==> config.mk <==
export PLATFORM = sky130hd
export DESIGN_NAME = irq_priority_encoder
export DESIGN_NICKNAME = d
export VERILOG_FILES = /design/src/rtl/irq_priority_encoder.sv
export SDC_FILE = /design/constraint.sdc
export NUM_CORES = 1
export LEC_CHECK = 0
export ABC_AREA = 1
export CORE_MARGIN = 2
export CORE_UTILIZATION = 41
export DETAILED_ROUTE_END_ITERATION = 7
export PLACE_DENSITY_LB_ADDON = 0.3
export SLEW_MARGIN = 15
export SYNTH_ARGS = -nofsm -noshare
export SYNTH_HDL_FRONTEND = slang
export SYNTH_SLANG_ARGS = --single-unit
==> constraint.sdc <==
create_clock -name i_clk -period 1.1 [get_ports i_clk]
set_input_delay 0.22 -clock i_clk [delete_from_list [all_inputs] [get_ports i_clk]]
set_output_delay 0.22 -clock i_clk [all_outputs]
set_load 0.01 [all_outputs]
==> src/rtl/irq_priority_encoder.sv <==
// irq_priority_encoder
//
// Eight-source priority interrupt encoder (source 7 highest, 74x148 style).
// Active-low requests are captured into a pending register (edge-latched or
// level-mirrored, selected by EDGE). The highest-numbered unmasked pending
// source is presented to the CPU under an irq/ack/eoi handshake. 74x148-style
// cascade status (gs_n, eo_n) allows chaining a second encoder.
//
// Ports:
//   i_clk    system clock, all state on the rising edge
//   i_rst    synchronous reset, active-high
//   i_req_n  [7:0] interrupt requests, active-low, bit i = source i
//   i_ei_n   enable input, active-low; high blocks new assertions
//   i_mask   [7:0] per-source mask, 1 = source ignored for selection
//   i_ack    CPU acknowledge pulse (honoured only while asserting)
//   i_eoi    CPU end-of-interrupt pulse (honoured only while in service)
//   o_irq    registered interrupt request to the CPU
//   o_vec    [2:0] registered selected source number
//   o_busy   registered, a source is in service
//   o_gs_n   group select, low when enabled and an unmasked source is pending
//   o_eo_n   enable output, low when enabled and nothing unmasked is pending

module irq_priority_encoder #(
  parameter bit EDGE = 1'b1
) (
  input  logic       i_clk,
  input  logic       i_rst,
  input  logic [7:0] i_req_n,
  input  logic       i_ei_n,
  input  logic [7:0] i_mask,
  input  logic       i_ack,
  input  logic       i_eoi,
  output logic       o_irq,
  output logic [2:0] o_vec,
  output logic       o_busy,
  output logic       o_gs_n,
  output logic       o_eo_n
);

  typedef enum logic [1:0] {
    StIdle,
    StAssert,
    StService
  } state_e;

  state_e     r_state;
  logic [7:0] r_req_q;
  logic [7:0] r_pend;
  logic [2:0] r_vec;
  logic       r_irq;
  logic       r_busy;

  state_e     w_state_d;
  logic [7:0] w_pend_d;
  logic [2:0] w_vec_d;
  logic       w_irq_d;
  logic       w_busy_d;

  logic [7:0] w_act;
  logic       w_any;
  logic [2:0] w_sel;
  logic       w_ack_ok;
  logic [7:0] w_clr;

  assign w_act    = r_pend & ~i_mask;
  assign w_any    = |w_act;
  assign w_ack_ok = (r_state == StAssert) && i_ack;

  // Highest set bit of w_act; later iterations override earlier ones.
  always_comb begin
    w_sel = 3'd0;
    for (int i = 0; i < 8; i++) begin
      if (w_act[i]) w_sel = 3'(i);
    end
  end

  // Pending capture. In edge mode a fresh fall on the bit being acknowledged
  // is kept (set wins over clear).
  always_comb begin
    w_clr = 8'h00;
    if (EDGE && w_ack_ok) w_clr[r_vec] = 1'b1;
    if (EDGE) begin
      w_pend_d = (r_pend & ~w_clr) | (r_req_q & ~i_req_n);
    end else begin
      w_pend_d = ~i_req_n;
    end
  end

  // Handshake FSM next state and registered outputs.
  always_comb begin
    w_state_d = r_state;
    w_vec_d   = r_vec;
    w_irq_d   = r_irq;
    w_busy_d  = r_busy;
    unique case (r_state)
      StIdle: begin
        if (!i_ei_n && w_any) begin
          w_vec_d   = w_sel;
          w_irq_d   = 1'b1;
          w_state_d = StAssert;
        end
      end
      StAssert: begin
        // vec frozen here; ack beats a disable.
        if (i_ack) begin
          w_irq_d   = 1'b0;
          w_busy_d  = 1'b1;
          w_state_d = StService;
        end else if (i_ei_n) begin
          w_irq_d   = 1'b0;
          w_state_d = StIdle;
        end
      end
      StService: begin
        if (i_eoi) begin
          w_busy_d  = 1'b0;
          w_state_d = StIdle;
        end
      end
      default: begin
        w_state_d = StIdle;
        w_irq_d   = 1'b0;
        w_busy_d  = 1'b0;
      end
    endcase
  end

  always_ff @(posedge i_clk) begin
    if (i_rst) begin
      // The edge history follows the lines during reset so that a request
      // already held low at release is not seen as a new fall.
      r_req_q <= i_req_n;
      r_pend  <= 8'h00;
      r_state <= StIdle;
      r_vec   <= 3'd0;
      r_irq   <= 1'b0;
      r_busy  <= 1'b0;
    end else begin
      r_req_q <= i_req_n;
      r_pend  <= w_pend_d;
      r_state <= w_state_d;
      r_vec   <= w_vec_d;
      r_irq   <= w_irq_d;
      r_busy  <= w_busy_d;
    end
  end

  assign o_irq  = r_irq;
  assign o_vec  = r_vec;
  assign o_busy = r_busy;
  assign o_gs_n = ~(~i_ei_n & w_any);
  assign o_eo_n = ~(~i_ei_n & ~w_any);

endmodule
### Word level (Yosys, flattened, before mapping)

Cells that the tools add are included.

* register bits: 23
* bits in latches: 0
* bits in writable memories: 0
* bits in read-only memories: 0
* input port bits: 21
* output and inout bits: 7
* memories kept: 0

* add/sub/neg operators: 0
* multipliers: 0
* divide/modulo/power cells: 0
* $lt $le $gt $ge: 2
* equal/unequal tests: 6
* shift operators: 0
* mux-type cells: 22
* bitwise operators: 15
* reductions and logical operators: 10

Operators by type and width (number)
* $and 8x8->8: 3
* $not 8->8: 3
* $mux 2: 6
* $mux 3: 4
* $reduce_and 3->1: 3
* $mux 8: 1
* $or 8x8->8: 1
* $reduce_or 8->1: 1
* $mux 1: 7
* $ne 2x2->1 const B: 3
* $not 1->1: 6
* $pmux 1 s3: 2
* $pmux 2 s3: 1
* $lt 3x4->1 const B: 1
* $demux 1 s3: 1
* $ge 3x1->1 const B: 1
* $logic_and 1x1->1: 3
* $ne 3x3->1 const B: 1
* $and 1x1->1: 2
* $eq 2x1->1 const B: 1
* $eq 2x2->1 const B: 1
* $logic_not 2->1: 1
* $reduce_and 2->1: 1
* $logic_not 1->1: 1

### Depth between registers and ports, before layout

* depth in word-level cells: 9
* depth in mapped cells: 10

### Worst setup path after synthesis

OpenSTA, ideal clock, no wires.

* path type: register -> register
* start point: register r_pend[6]
* end point: register r_vec[0] (netlist: o_vec[0])
* setup time: 0.113 ns
* arrival: 0.923 ns
* slack: 0.063 ns
* cell stages (with the launch flop): 10
* path buffers: 0
* cells stage by stage: dfxtp_1 -> nand2_1 -> nand2_1 -> nor2_4 -> nand2_2 -> nand3_2 -> inv_2 -> nand2_1 -> nor2_1 -> nor2_1

* cells in the longest elaborated chain, start to end: 4

Ends and longest elaborated chain
* start: declaration: line 48 `logic [7:0] r_pend;`
* start signal: assignment: line 140 `r_pend <= w_pend_d;`
* $and 8x8->8 *: line 65 `assign w_act = r_pend & ~i_mask;`
* $reduce_or 8->1: line 66 `assign w_any = |w_act;`
* $logic_and 1x1->1: line 97 `if (!i_ei_n && w_any) begin`
* $reduce_and 2->1 (no line)
* end signal: assignment: line 142 `r_vec <= w_vec_d;`
* end: declaration: line 49 `logic [2:0] r_vec;`

Every way passes the cells marked *; elsewhere a longest branch is shown, timed or not.
A chain may end at the register's enable or synchronous reset.

### Final worst setup path

Ends and elaborated chain as after synthesis.

==> results by group <==
Final layout
  – Sequential cell area: 479 µm²
  – Post-route insts no fill: 216
  – # diodes: 0
  – Area of the multi-input gates: 488 µm²
  – Nets: 210
  – Final core utilization: 72.9%
  – Synthesis-to-layout area growth: 69.6%
  – Share of layout cells above drive strength 1: 48.9%
  – Final Cell Area: 1610 µm²
  – Fillcell total: 190

Timing
  – RSZ-0062 raised after global routing: yes
  – Fmax achieved: 698 MHz
  – Worst Max-Slew Pin Slew: 0.210 ns
  – Fin. Hold Viols: 0
  – Fin crit share: 130%
  – Post-route clock skew: 0.00427 ns
  – Final setup vio count: 7
  – Hold slack: 0.351 ns
  – Final WS setup: -0.333 ns
  – Period minus WS final: 1.43 ns
  – Max Slew Vio Count: 0
  – Slew Limit Headroom: 85.9%

Routing
  – WL per Instance: 12.7 µm
  – DRT antenna net count: 0
  – Routed WL: 2.74 mm
  – DRC viols: 0
  – Vias: 1068
  – 1st-iter DRT viols: 24
  – DR pass1 iterations: 4
  – Number of vias per cell: 4.94

Logic synthesis
  – Sequential fraction of the synthesis area: 48.4%
  – Warnings, synthesis: 0
  – Yosys cell types: 19
  – Post-synthesis area per instance: 7.61 µm²
  – #FFs+latches synth: 23
  – Netlist Area Pre-Place: 951 µm²
  – Cells after Synth: 125
  – Syn Nets: 146

Floorplanning
  – I/O pin total: 28
  – Die footprint: 2720 µm²
  – Site row count: 17
  – Die height: 52.2 µm
  – Chip Width: 52.2 µm
  – Initial Utilization: 43.0%
  – Core Area: 2210 µm²

Setup path
  – Required time worst endpoint: 1.33 ns
  – WS Path Type: flop to flop
  – Startpoint Class: flop
  – CP max FO: 5
  – Crit end category: flop
  – Worst EP arrival: 1.66 ns

CTS
  – Clk pin slew, worst setup/hold paths: 0.13 ns
  – CTS tree: built
  – H-Tree Depth: 1
  – Bufs on Longest Clock Path: 2
  – Clk_lat worst skew: 0.32 ns
  – Inserted Clock Buffers: 3
  – Clock Sinks: 23
  – Root buffer cell: clkbuf_4

Placement
  – Placed standard-cell area: 1380 µm²
  – Dpl ws: -0.806 ns
  – Final GP Congestion: 0.810
  – Placed instance count: 196
  – HPWL Detailed: 1.66 mm
  – I/O Buffers: 27

Job
  – Max-cap violations: 0

Global routing
  – Largest net degree at the start of global routing: 14
  – GRT met3 Usage: 3.45%
  – GR peak layer: met2
  – First-pass GRT wire length: 4.29 mm
  – Vias in the first global route: 1058
  – M1 GR Usage: 23.4%
  – Global Route Usage Sum: 21.8%
  – GRT overflow: 0
  – M2 GR Usage: 40.7%
  – Initial antenna violation count: 0

Power and ir drop
  – Pwr per Cell Area: 1170 nW/µm²
  – Leak pwr: 0.000810 µW
  – VDD IR max: 0.966 mV

Run status
  – Failing checks: negative setup slack
  – Status: finished with violations

Hold path
  – HP Class: primary input to flop
## cell usage after synthesis (all sizes together)
master  number  area share [%]
dfxtp       23              48
a31oi        1            0.66
a21oi       14             7.4
nor2         7             4.1
inv         24             9.5
nand3b       1            0.79
a21boi       1            0.79
nand3        3             2.1
o21ai        2             1.1
o21a         1            0.79
nand2       39              18
clkbuf       1            0.39
o31ai        8             6.3
## area by class of cell
cell class                 instances  share of cell area [%]
sequential                        23                    29.7
clock buffer                       3                    1.40
multi-input combinational         77                    30.3
timing repair buffer              60                    30.4
inverter                          24                    5.74
tap                               28                    2.17
clock inverter                     1                   0.310
## critical path, cell delays in order, from the launching register on
cell and delay (ns):
dfxtp_2 0.35, nand2_2 0.09, nand2_2 0.09, nor2_4 0.12
nand2_2 0.07, buf_4 0.13, buf_6 0.11, nand3_4 0.09
inv_4 0.08, o21ai_2 0.16, nor2_1 0.06
## cells by family (layout without fill, tap and decap cells)
| family | count (synthesis) | count (layout) | synth area share [%] |
|---|---|---|---|
| and+or+nand+nor | 50 | 50 | 24.7 |
| AOI/OAI and AO/OA | 27 | 27 | 17.0 |
| buffers and inverters | 25 | 88 | 9.87 |
| DFF | 23 | 23 | 48.4 |
## registers in the layout, summed over array words and instances (netlist names)
signal,flops
o_busy,1
o_irq,1
o_vec,3
r_pend,8
r_req_q,8
r_state,2
## report_power, final
part | switching [µW] | internal, µW
clock | 267 | 136
sequential | 34.2 | 901
combinational | 274 | 276
## worst paths after layout
path,from,end,slack (ns),cells after the start
setup reg to reg,r_pend[6]$_SDFF_PP0_,o_vec[0]$_SDFFE_PP0P_,-0.33,10
setup / recovery,r_pend[6]$_SDFF_PP0_,o_vec[0]$_SDFFE_PP0P_,-0.33,10
hold reg to reg,r_req_q[4]$_DFF_P_,r_pend[4]$_SDFF_PP0_,0.45,2
hold / removal,i_req_n[6],r_req_q[6]$_DFF_P_,0.35,1
## stage by stage
step	power [µW]	TNS [ns]
after global routing	1990	-2.39
after detailed placement	1380	-6.01
after floorplan	1130	0
final	1890	-1.87
after CTS	1830	-1.48
after global placement	1370	-5.62
## per-layer routing
| layer | part of all wire, % | wire (µm) | up-vias |
|---|---|---|---|
| met2 | 52 | 1440 | 39 |
| met1 | 40 | 1080 | 498 |
| met4 | 3.5 | 97 | 0 |
| met3 | 4.5 | 124 | 11 |
| met5 | 0 | 0 | - |
| li1 | - | - | 520 |
## cells in the final DEF (no fill, tap or decap), types with 6 or more instances in the layout
cell type and instances:
buf_4 30, nand2_1 22, inv_1 20, dfxtp_2 15, nand2_2 13, a21oi_1 12, clkdlybuf4s50_1 12, dlygate4sd2_1 8
dfxtp_1 8, buf_2 6
## timing repair
action,4_1_cts,5_1_grt
resized for setup,59,22
gates cloned,0,0
buffers inserted,15,2
pin swaps,11,16
endpoints found under the setup margin,16,14
hold buffers,0,0
Power figures use the tool's default switching activity.
